### src/rtl/ifetch_ctrl.sv
// ---------------------------------------------------------------------------
// ifetch_ctrl
//
// Instruction fetch controller sitting between the PC register, a
// request/response instruction memory and the IF/ID pipeline register.
// One read is issued at a time. Returned data is handed to IF/ID together
// with the address it was fetched from. A hazard stall parks returned data
// in an internal buffer. A flush (taken branch/jump) marks any read still
// in flight as stale, so that its data is thrown away when it returns.
//
// Ports
//   clk          rising-edge clock
//   reset        synchronous, active-high reset
//   pc_addr      current PC register value (32 bits)
//   stall_in     hazard stall: hold the fetched instruction, do not advance PC
//   flush        taken branch/jump; the PC mux already selects the target
//   mem_ready    instruction memory accepts the request this cycle
//   mem_rvalid   read data valid this cycle
//   mem_rdata    read data (32 bits)
//   pc_write     combinational enable to the PC register
//   mem_req      read request, combinational from state
//   mem_addr     read address, always equal to pc_addr
//   instr_out    registered instruction to IF/ID
//   instr_pc     registered fetch address of instr_out
//   instr_valid  registered one-cycle pulse per delivered instruction
// ---------------------------------------------------------------------------
module ifetch_ctrl (
  input  logic        clk,
  input  logic        reset,
  input  logic [31:0] pc_addr,
  input  logic        stall_in,
  input  logic        flush,
  input  logic        mem_ready,
  input  logic        mem_rvalid,
  input  logic [31:0] mem_rdata,
  output logic        pc_write,
  output logic        mem_req,
  output logic [31:0] mem_addr,
  output logic [31:0] instr_out,
  output logic [31:0] instr_pc,
  output logic        instr_valid
);

  typedef enum logic [1:0] {
    IDLE = 2'd0,
    REQ  = 2'd1,
    WAIT = 2'd2,
    HOLD = 2'd3
  } state_t;

  state_t      state;
  logic        discard;
  logic [31:0] addr_q;
  logic [31:0] hold_buf;

  // The memory always reads from the live PC value. The address may change
  // while a request is still waiting for mem_ready, e.g. after a flush.
  assign mem_addr = pc_addr;

  // Request and PC-advance enables. A flush always advances the PC, so the
  // branch target is loaded even while a stall is active. Otherwise the PC
  // only advances when an instruction is actually handed to IF/ID.
  always_comb begin
    mem_req  = 1'b0;
    pc_write = 1'b0;
    if (!reset) begin
      mem_req = (state == REQ);
      if (flush) begin
        pc_write = 1'b1;
      end else begin
        case (state)
          WAIT:    pc_write = mem_rvalid && !discard && !stall_in;
          HOLD:    pc_write = !stall_in;
          default: pc_write = 1'b0;
        endcase
      end
    end
  end

  // Fetch sequencing. mem_rvalid is only looked at in WAIT. This means a
  // response arriving in the acceptance cycle, or arriving after a reset
  // has pulled the FSM back to IDLE/REQ, is ignored.
  always_ff @(posedge clk) begin
    if (reset) begin
      state       <= IDLE;
      discard     <= 1'b0;
      addr_q      <= 32'd0;
      hold_buf    <= 32'd0;
      instr_out   <= 32'd0;
      instr_pc    <= 32'd0;
      instr_valid <= 1'b0;
    end else begin
      instr_valid <= 1'b0;
      case (state)
        IDLE: begin
          state <= REQ;
        end

        REQ: begin
          if (mem_ready) begin
            addr_q  <= pc_addr;
            // Accepted in the same cycle as a flush: this read is for the
            // old path, so its data must not be delivered.
            discard <= flush;
            state   <= WAIT;
          end
        end

        WAIT: begin
          if (mem_rvalid) begin
            discard <= 1'b0;
            state   <= REQ;
            if (!discard && !flush) begin
              if (stall_in) begin
                hold_buf <= mem_rdata;
                state    <= HOLD;
              end else begin
                instr_out   <= mem_rdata;
                instr_pc    <= addr_q;
                instr_valid <= 1'b1;
              end
            end
          end else if (flush) begin
            discard <= 1'b1;
          end
        end

        HOLD: begin
          if (flush) begin
            state <= REQ;
          end else if (!stall_in) begin
            instr_out   <= hold_buf;
            instr_pc    <= addr_q;
            instr_valid <= 1'b1;
            state       <= REQ;
          end
        end

        default: begin
          state <= IDLE;
        end
      endcase
    end
  end

endmodule
### config.mk
export PLATFORM = sky130hd
export DESIGN_NAME = ifetch_ctrl
export DESIGN_NICKNAME = d
export VERILOG_FILES = /design/src/rtl/ifetch_ctrl.sv
export SDC_FILE = /design/constraint.sdc
export NUM_CORES = 1
export LEC_CHECK = 0
export ABC_AREA = 0
export CAP_MARGIN = 10
export CORE_MARGIN = 2
export CORE_UTILIZATION = 43
export CTS_CLUSTER_SIZE = 8
export DETAILED_ROUTE_END_ITERATION = 6
export GPL_ROUTABILITY_DRIVEN = 0
export PLACE_DENSITY = 0.81
export SKIP_LAST_GASP = 1
export SLEW_MARGIN = 10
export SYNTH_ARGS = -nofsm -noshare
export SYNTH_HDL_FRONTEND = slang
export SYNTH_SLANG_ARGS = --single-unit
### constraint.sdc
create_clock -name clk -period 2.05 [get_ports clk]
set_clock_uncertainty 0.2 [all_clocks]
set_input_delay 0.615 -clock clk [delete_from_list [all_inputs] [get_ports clk]]
set_output_delay 0.615 -clock clk [all_outputs]
set_load 0.02 [all_outputs]
==> results of run 1 <==
layer usage:
layer | part of all wire [%] | wire [um]
met3 | 5.4 | 860
met2 | 52 | 8340
met1 | 40 | 6340
met5 | 0 | 0
met4 | 2.6 | 418
placed cells by master, fill, tap and decap left out, drive strengths merged:
cell / n
o211ai: 32
mux2i: 64
and3: 1
a21oi: 67
dfxtp: 132
bufinv: 6
nand3b: 1
or3: 1
o21bai: 1
nor2: 1
or2: 2
nor2b: 4
and3b: 2
o21ai: 33
nand3: 32
o31ai: 1
clkbuf: 23
ha: 3
and2: 1
and2b: 1
o21a: 1
nand2: 129
buf: 97
a2111oi: 1
dlygate4sd2: 90
clkinvlp: 1
diode: 1
clkinv: 4
o211a: 33
o311ai: 1
a31oi: 1
clkdlybuf4s50: 35
nand2b: 3
o41ai: 1
dlymetal6s2s: 8
inv: 7
worst reg2reg max path: cells and delay by family (launching register included):
kind | cells | cell delay [ns]
buffers and inverters | 4 | 0.56
AOI/OAI and AO/OA | 2 | 0.50
adders and majority gates | 1 | 0.16
DFF | 1 | 0.33
and+or+nand+nor | 1 | 0.22
registers in the layout, summed over array words and instances (netlist names):
signal,flops
instr_pc,32
addr_q,32
instr_valid,1
discard,1
state,2
hold_buf,32
instr_out,32
area by class of cell:
type	instances	share of cell area (%)
Clock inverter	12	2.62
Antenna cell	1	0.0293
Timing Repair Buffer	233	27.2
Clock buffer	20	5.46
Tap cell	176	2.58
Multi-Input combinational cell	417	30.8
Sequential cell	132	31.0
Inverter	6	0.293
per-stage QoR:
stage          cell area [um^2]  hold WS [ns]  std cells  setup WS [ns]
5_1_grt                    8540         0.268        997         -0.314
2_1_floorplan              5810         0.234        648        -0.0138
6_report                   8540         0.254        997         -0.253
3_5_place_dp               7690         0.247        958         -0.893
3_3_place_gp               7690         0.241        958         -0.849
4_1_cts                    8350         0.255        992         -0.299
logic make-up after synthesis:
| logic type | after synthesis |
|---|---|
| AO/OA/AOI/OAI | 172 |
| flip-flops | 132 |
| adder cells (fa/ha/maj) | 3 |
| multiplexers | 64 |
| buffers and inverters | 99 |
| AND/OR/NAND/NOR | 178 |
power by group through the flow:
stage	registers, mW	logic, mW	clock network [mW]
floorplan	2.71	0.362	0
global placement	2.70	0.707	0
detailed placement	2.70	0.725	0
CTS	2.65	0.727	3.54
global route	2.65	0.807	3.67
finish	2.65	0.752	3.49
path summary, 6_finish.rpt:
kind                                  from             to  slack [ns]  cells after the start
worst max-delay path              state[0]       pc_write       -0.25                      6
worst max register to register    state[0]  instr_out[20]       -0.04                      8
worst min-delay path            addr_q[10]     addr_q[10]        0.25                      2
worst min register to register  addr_q[10]     addr_q[10]        0.25                      2
cells in the mapped netlist, types with 2 or more instances:
cell type / instances / area share (%)
nand3_1: 32 / 2.8
o211ai_1: 32 / 4.2
buf_2: 11 / 0.96
clkbuf_1: 41 / 2.7
nand2b_1: 3 / 0.33
buf_1: 2 / 0.13
o211a_1: 33 / 5.7
inv_1: 5 / 0.33
dfxtp_1: 132 / 46
o21ai_0: 33 / 2.9
buf_6: 7 / 1.4
nand2_1: 129 / 8.4
mux2i_1: 64 / 11
and3b_1: 2 / 0.30
or2_2: 2 / 0.22
buf_4: 32 / 4.2
nor2b_1: 4 / 0.43
ha_1: 3 / 0.65
a21oi_1: 67 / 5.8
what timing repair did:
action	4_1_cts	5_1_grt
buffers inserted	2	1
cloned	0	3
hold buffers	0	0
gates resized for setup	299	32
endpoints found under the setup margin	177	81
pin swaps	4	2
==> metrics.yaml, run 1 <==
run_status:
  status: "finished with violations"
  violations: "negative setup slack"
synthesis:
  yosys.area_share.adder_pct: 0.652
  async_reset_ff_share_pct: 0
  synth_cells: 648
  synthSimpleGateAreaFrac_pct: 13.1
  synthMuxAreaShare_pct: 11.1
  ys.flop_type: "dfxtp_1"
  post_synth_num_cell_types: 33
  syn-num-nets: 721
  ys_ff_latch: 132
  synth_area_um2: 5760
  synth_edf_count: 0
  synth_xor_area_share_pct: 0
  synth-compound-area-share_pct: 19.5
  ys_seq_area_share_pct: 45.9
  syn_area_per_cell_um2: 8.89
  yosys_warnings: 0
  synth_top_family_by_area: "compound AO/OA/AOI/OAI gates"
drt:
  drt-total-wl_um: 16000
  drc: 0
  wl_per_cell_um: 16.0
  vias: 5258
  vias_per_cell: 5.27
  drtAntennaViolNets: 0
  firstDrtPassIters: 5
  drt_iter0_drc: 466
pwr:
  power_mw: 6.90
  irDropWorstVdd_mv: 0.609
  p_per_area_nw_per_um2: 807
  p_seq_share_pct: 38.4
  switchingPower_mw: 1.52
  p_int_mw: 5.37
  p_leak_nw: 3.87
  p_sw_share_pct: 22.1
  clockPowerShare_pct: 50.7
  comb_power_share_pct: 10.9
floorplanning:
  die_area_um2: 14300
  pin_count: 169
  rows: 42
  die_y_um: 120
  fp.dieW_um: 120
  initial_utilization_pct: 43.8
  coreArea_um2: 13100
sta:
  finalSetupViolCount: 34
  worst_slew_pin_slew_ns: 0.406
  tns_ns: -1.12
  rsz0062_at_grt: "true"
  timing.final.crit_share_pct: 112
  finalMaxSlewViolations: 0
  setup_slack_ns: -0.253
  min_period_ns: 2.30
  fmax_ghz: 0.434
  max-slew-margin-rel_pct: 72.9
  finalHoldViolations: 0
setup_path:
  crit_path_max_incr_delay_ns: 0.33
  startpoint_type: "flip-flop"
  critPathKind: "reg2out"
  crit_fanout: 2
  arrival_ns: 1.49
  required_ns: 1.23
  slowest_stage: "dfxtp_2"
  cp-end-kind: "primary output"
  path_buf_inv: 2
  cp_top_family: "flip-flops"
  crit_chain: "inv_2, ha_4, and3b_2, o21bai_4, a21oi_4, buf_6"
clock_tree:
  clk_path_buf_depth: 2
  cts_root_buf: "clkbuf_16"
  clkSinkCount: 132
  tritoncts: "built"
  clkTransAtPathRegs_ns: 0.06
  clk_latency_ns: 0.41
  cts-htree-levels: 4
  cts-buffers-inserted: 17
layout:
  num-fill-cells: 1032
  drive_gt1_share_pct: 18.3
  layout.nets: 880
  final_util_pct: 65.0
  seq_area_um2: 2650
  multi_input_area_um2: 2630
  area_growth_pct: 48.3
global_routing:
  gr-usage-met1_pct: 25.4
  grt_max_degree: 98
  top_usage_layer: "met2"
  grtUsageMet2_pct: 38.0
  grt-ovfl-total: 0
  grt_pass1_vias: 5111
  grt_use_met3_pct: 4.66
  grt.total_usage_pct: 21.6
  antenna_found_initial: 1
  grt_pass1_wl_um: 24800
placement:
  detailed_place_hpwl_um: 10200
  io_buffer_count: 168
run:
  max_cap_violations: 0
worst_hold_path:
  hold_class: "reg2reg"
No activity file was read; power rests on OpenSTA's default activity.
==> run 2: changes to the inputs <==
CORE_UTILIZATION = 51   (was 43)
PLACE_DENSITY = 0.89   (was 0.81)
clock period = 2.8 ns   (was 2.05 ns; I/O delays follow)
==> metrics.yaml, run 2 (synthesis results as in run 1) <==
run_status:
  status: "finished, final reports clean"  # was finished with violations
clock_tree:
  clkTransAtPathRegs_ns: 0.05  # was 0.06 ns
  cts-buffers-inserted: 17  # unchanged
  clkSinkCount: 132  # unchanged
  clk_path_buf_depth: 2  # unchanged
  cts_root_buf: "clkbuf_16"  # unchanged
  tritoncts: "built"  # unchanged
  cts_setup_buffers: 0  # was 2
  clk_latency_ns: 0.41  # about the same
  cts-htree-levels: 4  # unchanged
floorplanning:
  initial_utilization_pct: 52.7  # was 43.8%
  coreArea_um2: 10900  # was 13100 um^2
  die_area_um2: 12200  # was 14300 um^2
  fp.dieW_um: 110  # was 120 um
  pin_count: 169  # unchanged
  rows: 38  # was 42
  die_y_um: 110  # was 120 um
sta:
  fmax_ghz: 0.364
  max-slew-margin-rel_pct: 49.6  # was 72.9%
  min_period_ns: 2.75
  finalSetupViolCount: 0  # was 34
  timing.final.crit_share_pct: 98.3
  worst_slew_pin_slew_ns: 0.756  # was 0.406 ns
  rsz0062_at_grt: "false"  # was true
  finalMaxSlewViolations: 0  # unchanged
  finalHoldViolations: 0  # unchanged
run:
  max_cap_violations: 0  # unchanged
drt:
  vias_per_cell: 5.51  # was 5.27
  drc: 0  # unchanged
  drt_iter0_drc: 361  # was 466
  drtAntennaViolNets: 0  # unchanged
  wl_per_cell_um: 16.2  # was 16.0 um
  firstDrtPassIters: 5  # unchanged
  drt-total-wl_um: 15300  # was 16000 um
  vias: 5201  # was 5258
setup_path:
  arrival_ns: 1.71  # was 1.49 ns
  slowest_stage: "clkdlybuf4s50_1"  # was dfxtp_2
  startpoint_type: "input pin"  # was flip-flop
  crit_start: "pc_addr[19]"  # was state[0]
  cp-end-kind: "primary output"  # unchanged
  critPathKind: "in2out"  # was reg2out
  crit_fanout: 2  # unchanged
  crit_path_max_incr_delay_ns: 0.52  # was 0.33 ns
  timing.rr.start: "state[1]"  # was state[0]
  required_ns: 1.76  # was 1.23 ns
  cp_top_family: "buffers and inverters"  # was flip-flops
  crit_chain: "clkdlybuf4s50_1, dlygate4sd2_1"  # was inv_2, ha_4, and3b_2, o21bai_4, a21oi_4, buf_6
  path_buf_inv: 2  # unchanged
pwr:
  irDropWorstVdd_mv: 0.396  # was 0.609 mV
  p_leak_nw: 3.24  # was 3.87 nW
  p_per_area_nw_per_um2: 571  # was 807 nW/um^2
  power_mw: 4.59  # was 6.90 mW
worst_hold_path:
  hold_class: "reg2reg"  # unchanged
  min-delay-start: "addr_q[10]"  # unchanged
placement:
  place_inst: 912  # was 958
  io_buffer_count: 168  # unchanged
  detailed_place_hpwl_um: 10100  # was 10200 um
global_routing:
  grt_max_degree: 69  # was 98
  grt-ovfl-total: 0  # unchanged
  grt_pass1_vias: 5061  # was 5111
  grt.total_usage_pct: 25.3  # was 21.6%
  antenna_found_initial: 0  # was 1
  grt_pass1_wl_um: 23900  # was 24800 um
layout:
  area_growth_pct: 39.6  # was 48.3%
  drive_gt1_share_pct: 11.2  # was 18.3%
  stdcell_count: 944  # was 997
  layout.nets: 864  # was 880
  diodes: 0  # was 1
  mostFrequentLayoutCells: "clkdlybuf4s50_1 (132), dfxtp_1 (131), nand2_1 (129)"  # was dfxtp_1 (130), nand2_1 (129), dlygate4sd2_1 (90)
  final_common_cell: "clkdlybuf4s50_1"  # was dfxtp_1
run 2: cell count changes in the layout (fill, tap and decap cells not counted), sizes merged:
cell	before	now
clkdlybuf4s50	35	132
dlygate4sd2	90	33
buf	97	51
dlymetal6s2s	8	1
bufinv	6	2
clkinvlp	1	3
diode	1	0
inv	7	6
run 2: layer usage:
metal	up-vias	part of all wire [%]	global-route usage, %
li1	2513	-	-
met5	-	0	0
met2	193	53	44.6
met4	0	2.4	10.8
met1	2464	40	29.2
met3	31	5.6	6.06
run 2: power breakdown:
part	switching [mW]	internal (mW)	total, mW
sequential	0.0232	1.92	1.94
clock	0.785	1.37	2.16
combinational	0.259	0.230	0.489
run 2: path summary, 6_finish.rpt:
path	end	slack [ns]	cells after the start
min	addr_q[10]	0.25	2
min reg2reg	addr_q[10]	0.25	2
max reg2reg	instr_pc[10]	0.43	6
max	mem_addr[19]	0.05	2
run 2: layout make-up:
type                       count  area (um^2)
fill                         796         2890
sequential                   132         2640
multi-input combinational    417         2580
timing repair buffer         217         2040
clock buffer                  23          478
tap                          140          175
clock inverter                 9          103
inverter                       6         22.5
run 2: what timing repair did:
action                     in CTS  in global routing
pin swaps                       0                  2
hold buffers                    0                  0
gates resized for setup        37                  4
setup endpoints to repair      34                  1
run 2: through the flow:
step	util, %	cell area (um^2)	hold slack [ns]	setup slack (ns)	TNS, ns
after detailed placement	68.6	7500	0.247	-0.556	-16.96
after global placement	68.6	7500	0.242	-0.555	-14.12
after floorplan	-	5760	0.237	0.0285	0
after global routing	73.5	8040	0.274	0.00415	0
after CTS	73.5	8040	0.255	-0.217	-0.217
final	73.5	8040	0.254	0.0490	0
==> run 3: changes to the inputs <==
ABC_AREA = 1   (was 0)
==> metrics.yaml, run 3 <==
synthesis:
  synth_edf_count: 0  # unchanged
  synthSimpleGateAreaFrac_pct: 28.2  # was 13.1%
  netlist_top_cells_area: "dfxtp_1 (45%), nand2_1 (8.9%), nor2_1 (8.7%), a21oi_1 (5.8%), nand3_1 (5.8%)"  # was dfxtp_1 (46%), mux2i_1 (11%), nand2_1 (8.4%), a21oi_1 (5.8%), o211a_1 (5.7%)
  syn-num-nets: 887  # was 721
  synth_top_cell_by_area: "dfxtp_1"  # unchanged
  synthMuxAreaShare_pct: 0  # was 11.1%
  ys_top_cells_by_count: "nand2_1 (139), nor2_1 (135), dfxtp_1 (132)"  # was dfxtp_1 (132), nand2_1 (129), a21oi_1 (67)
  synth-compound-area-share_pct: 11.7  # was 19.5%
  ys.flop_type: "dfxtp_1"  # unchanged
  synth_top_family_by_area: "simple AND/OR/NAND/NOR gates"  # was compound AO/OA/AOI/OAI gates
  yosys.area_share.adder_pct: 0.642  # was 0.652%
  post_synth_num_cell_types: 22  # was 33
  ys_ff_latch: 132  # unchanged
  syn_area_per_cell_um2: 7.19  # was 8.89 um^2
  async_reset_ff_share_pct: 0  # unchanged
  yosys_warnings: 0  # unchanged
  synth_cells: 814  # was 648
  synth_area_um2: 5850  # was 5760 um^2
  yosysMostFrequentCell: "nand2_1"  # was dfxtp_1
  ys_seq_area_share_pct: 45.2  # was 45.9%
  synthDominantCellAreaShare_pct: 45.2  # was 45.9%
  synth_xor_area_share_pct: 0  # unchanged
floorplanning:
  rows: 39  # was 38
  initial_utilization_pct: 51.7  # was 52.7%
  pin_count: 169  # unchanged
  die_area_um2: 12300  # was 12200 um^2
  fp.dieW_um: 111  # was 110 um
  coreArea_um2: 11300  # was 10900 um^2
  die_y_um: 111  # was 110 um
clock_tree:
  clkSinkCount: 132  # unchanged
  cts_setup_buffers: 0  # unchanged
  cts-htree-levels: 4  # unchanged
  clk_latency_ns: 0.39  # was 0.41 ns
  clk_path_buf_depth: 2  # unchanged
  cts-buffers-inserted: 17  # unchanged
  clkTransAtPathRegs_ns: 0.06  # was 0.05 ns
  cts_root_buf: "clkbuf_16"  # unchanged
  holdBufCountCts: 0  # unchanged
  tritoncts: "built"  # unchanged
layout:
  diodes: 0  # unchanged
  final_util_pct: 72.7  # was 73.5%
  post-route-cell-area_um2: 8230  # was 8040 um^2
  area_growth_pct: 40.6  # was 39.6%
  mostFrequentLayoutCells: "nand2_1 (138), nor2_1 (135), dfxtp_1 (132), clkdlybuf4s50_1 (132), inv_1 (71)"  # was clkdlybuf4s50_1 (132), dfxtp_1 (131), nand2_1 (129)
  drive_gt1_share_pct: 9.72  # was 11.2%
  final_common_cell: "nand2_1"  # was clkdlybuf4s50_1
  layout.nets: 1037  # was 864
drt:
  drt_iter0_drc: 354  # was 361
  drtAntennaViolNets: 0  # unchanged
  firstDrtPassIters: 5  # unchanged
  vias_per_cell: 4.92  # was 5.51
  vias: 5508  # was 5201
  wl_per_cell_um: 12.8  # was 16.2 um
  drc: 0  # unchanged
  drt-total-wl_um: 14400  # was 15300 um
worst_hold_path:
  hold_class: "reg2reg"  # unchanged
sta:
  worst_slew_pin_slew_ns: 0.389  # was 0.756 ns
  holdWs_ns: 0.243  # was 0.254 ns
  finalMaxSlewViolations: 0  # unchanged
  finalHoldViolations: 0  # unchanged
  finalSetupViolCount: 0  # unchanged
  timing.final.crit_share_pct: 98.7  # was 98.3%
  max-slew-margin-rel_pct: 74.1  # was 49.6%
  min_period_ns: 2.76  # was 2.75 ns
  fmax_ghz: 0.362  # was 0.364 GHz
  rsz0062_at_grt: "false"  # unchanged
setup_path:
  cp-end-kind: "primary output"  # unchanged
  path_buf_inv: 2  # unchanged
  slowest_stage: "clkdlybuf4s50_1"  # unchanged
  arrival_ns: 1.72  # was 1.71 ns
  crit_chain: "clkdlybuf4s50_1, dlygate4sd2_1"  # unchanged
  critPathKind: "in2out"  # unchanged
  required_ns: 1.76  # about the same
  crit_path_max_incr_delay_ns: 0.50  # was 0.52 ns
  crit_fanout: 2  # unchanged
  startpoint_type: "input pin"  # unchanged
  cp_top_family: "buffers and inverters"  # unchanged
global_routing:
  grt_pass1_wl_um: 23500  # was 23900 um
  grt.total_usage_pct: 23.1  # was 25.3%
  grt_max_degree: 65  # was 69
  grt_pass1_vias: 4978  # was 5061
  antenna_found_initial: 0  # unchanged
  grt-ovfl-total: 0  # unchanged
pwr:
  p_seq_share_pct: 36.5  # was 42.3%
  switchingPower_mw: 1.89  # was 1.07 mW
  p_int_mw: 4.28  # was 3.52 mW
  p_per_area_nw_per_um2: 750  # was 571 nW/um^2
  p_leak_nw: 3.32  # was 3.24 nW
  p_sw_share_pct: 30.7  # was 23.3%
  power_mw: 6.17  # was 4.59 mW
  clockPowerShare_pct: 36.5  # was 47.0%
  comb_power_share_pct: 27.0  # was 10.7%
  irDropWorstVdd_mv: 0.392  # was 0.396 mV
placement:
  placed_area_um2: 7650  # was 7500 um^2
  detailed_place_hpwl_um: 9480  # was 10100 um
  io_buffer_count: 168  # unchanged
run_status:
  status: "finished, final reports clean"  # unchanged
run:
  max_cap_violations: 0  # unchanged
==> run 3: changes by cell type in the layout (fill, tap and decap cells not counted), moves of 33 or more <==
cell / before / now
nand3_1: 32 / 67
mux2i_1: 64 / 0
inv_1: 5 / 71
o211a_1: 33 / 0
nor2_1: 0 / 135
o21ai_0: 33 / 66
==> run 3: per-layer routing <==
metal / track usage [%] / part of all wire (%) / vias up
li1: - / - / 2825
met1: 28.2 / 43 / 2484
met2: 40.9 / 51 / 186
met3: 4.59 / 5.2 / 13
met4: 7.65 / 1.2 / 0
met5: 0 / 0 / -
==> run 3: cells by family after synthesis <==
family	after synthesis
buffers and inverters	160
AND/OR/NAND/NOR	382
AO/OA/AOI/OAI	137
adder cells (fa/ha/maj)	3
flip-flops	132
==> run 3: worst paths after layout <==
check / start / endpoint / slack, ns / depth (start not counted)
max: pc_addr[28] / mem_addr[28] / 0.04 / 2
min: hold_buf[10] / hold_buf[10] / 0.24 / 2
max reg2reg: state[0] / instr_pc[5] / 0.71 / 9
min reg2reg: hold_buf[10] / hold_buf[10] / 0.24 / 2
==> run 3: power by group through the flow <==
stage | combinational [mW] | sequential, mW | clock, mW
6_report | 1.67 | 2.25 | 2.25
5_1_grt | 1.82 | 2.28 | 2.40
4_1_cts | 1.67 | 2.25 | 2.30
3_5_place_dp | 1.68 | 2.29 | 0
3_3_place_gp | 1.64 | 2.28 | 0
2_1_floorplan | 0.841 | 2.46 | 0
==> run 3: area by class of cell <==
| class | count | area, um^2 |
|---|---|---|
| well taps | 143 | 179 |
| fillers | 878 | 3100 |
| flip-flops and latches | 132 | 2640 |
| inverters | 76 | 287 |
| repair buffers | 215 | 2120 |
| clock buffers | 18 | 429 |
| multi-input cells | 522 | 2400 |
| clock inverters | 14 | 175 |
==> run 3: through the flow <==
step / cells / setup WS (ns) / TNS [ns]
6_report: 1120 / 0.0372 / 0
5_1_grt: 1120 / 0.0139 / 0
4_1_cts: 1120 / -0.166 / -0.166
3_5_place_dp: 1088 / -0.610 / -6.43
3_3_place_gp: 1088 / -0.606 / -6.32
2_1_floorplan: 814 / 0.318 / 0
==> run 3: timing repair <==
item,4_1_cts,5_1_grt
gates resized for setup,37,9
endpoints found under the setup margin,34,2
pin swaps,0,2
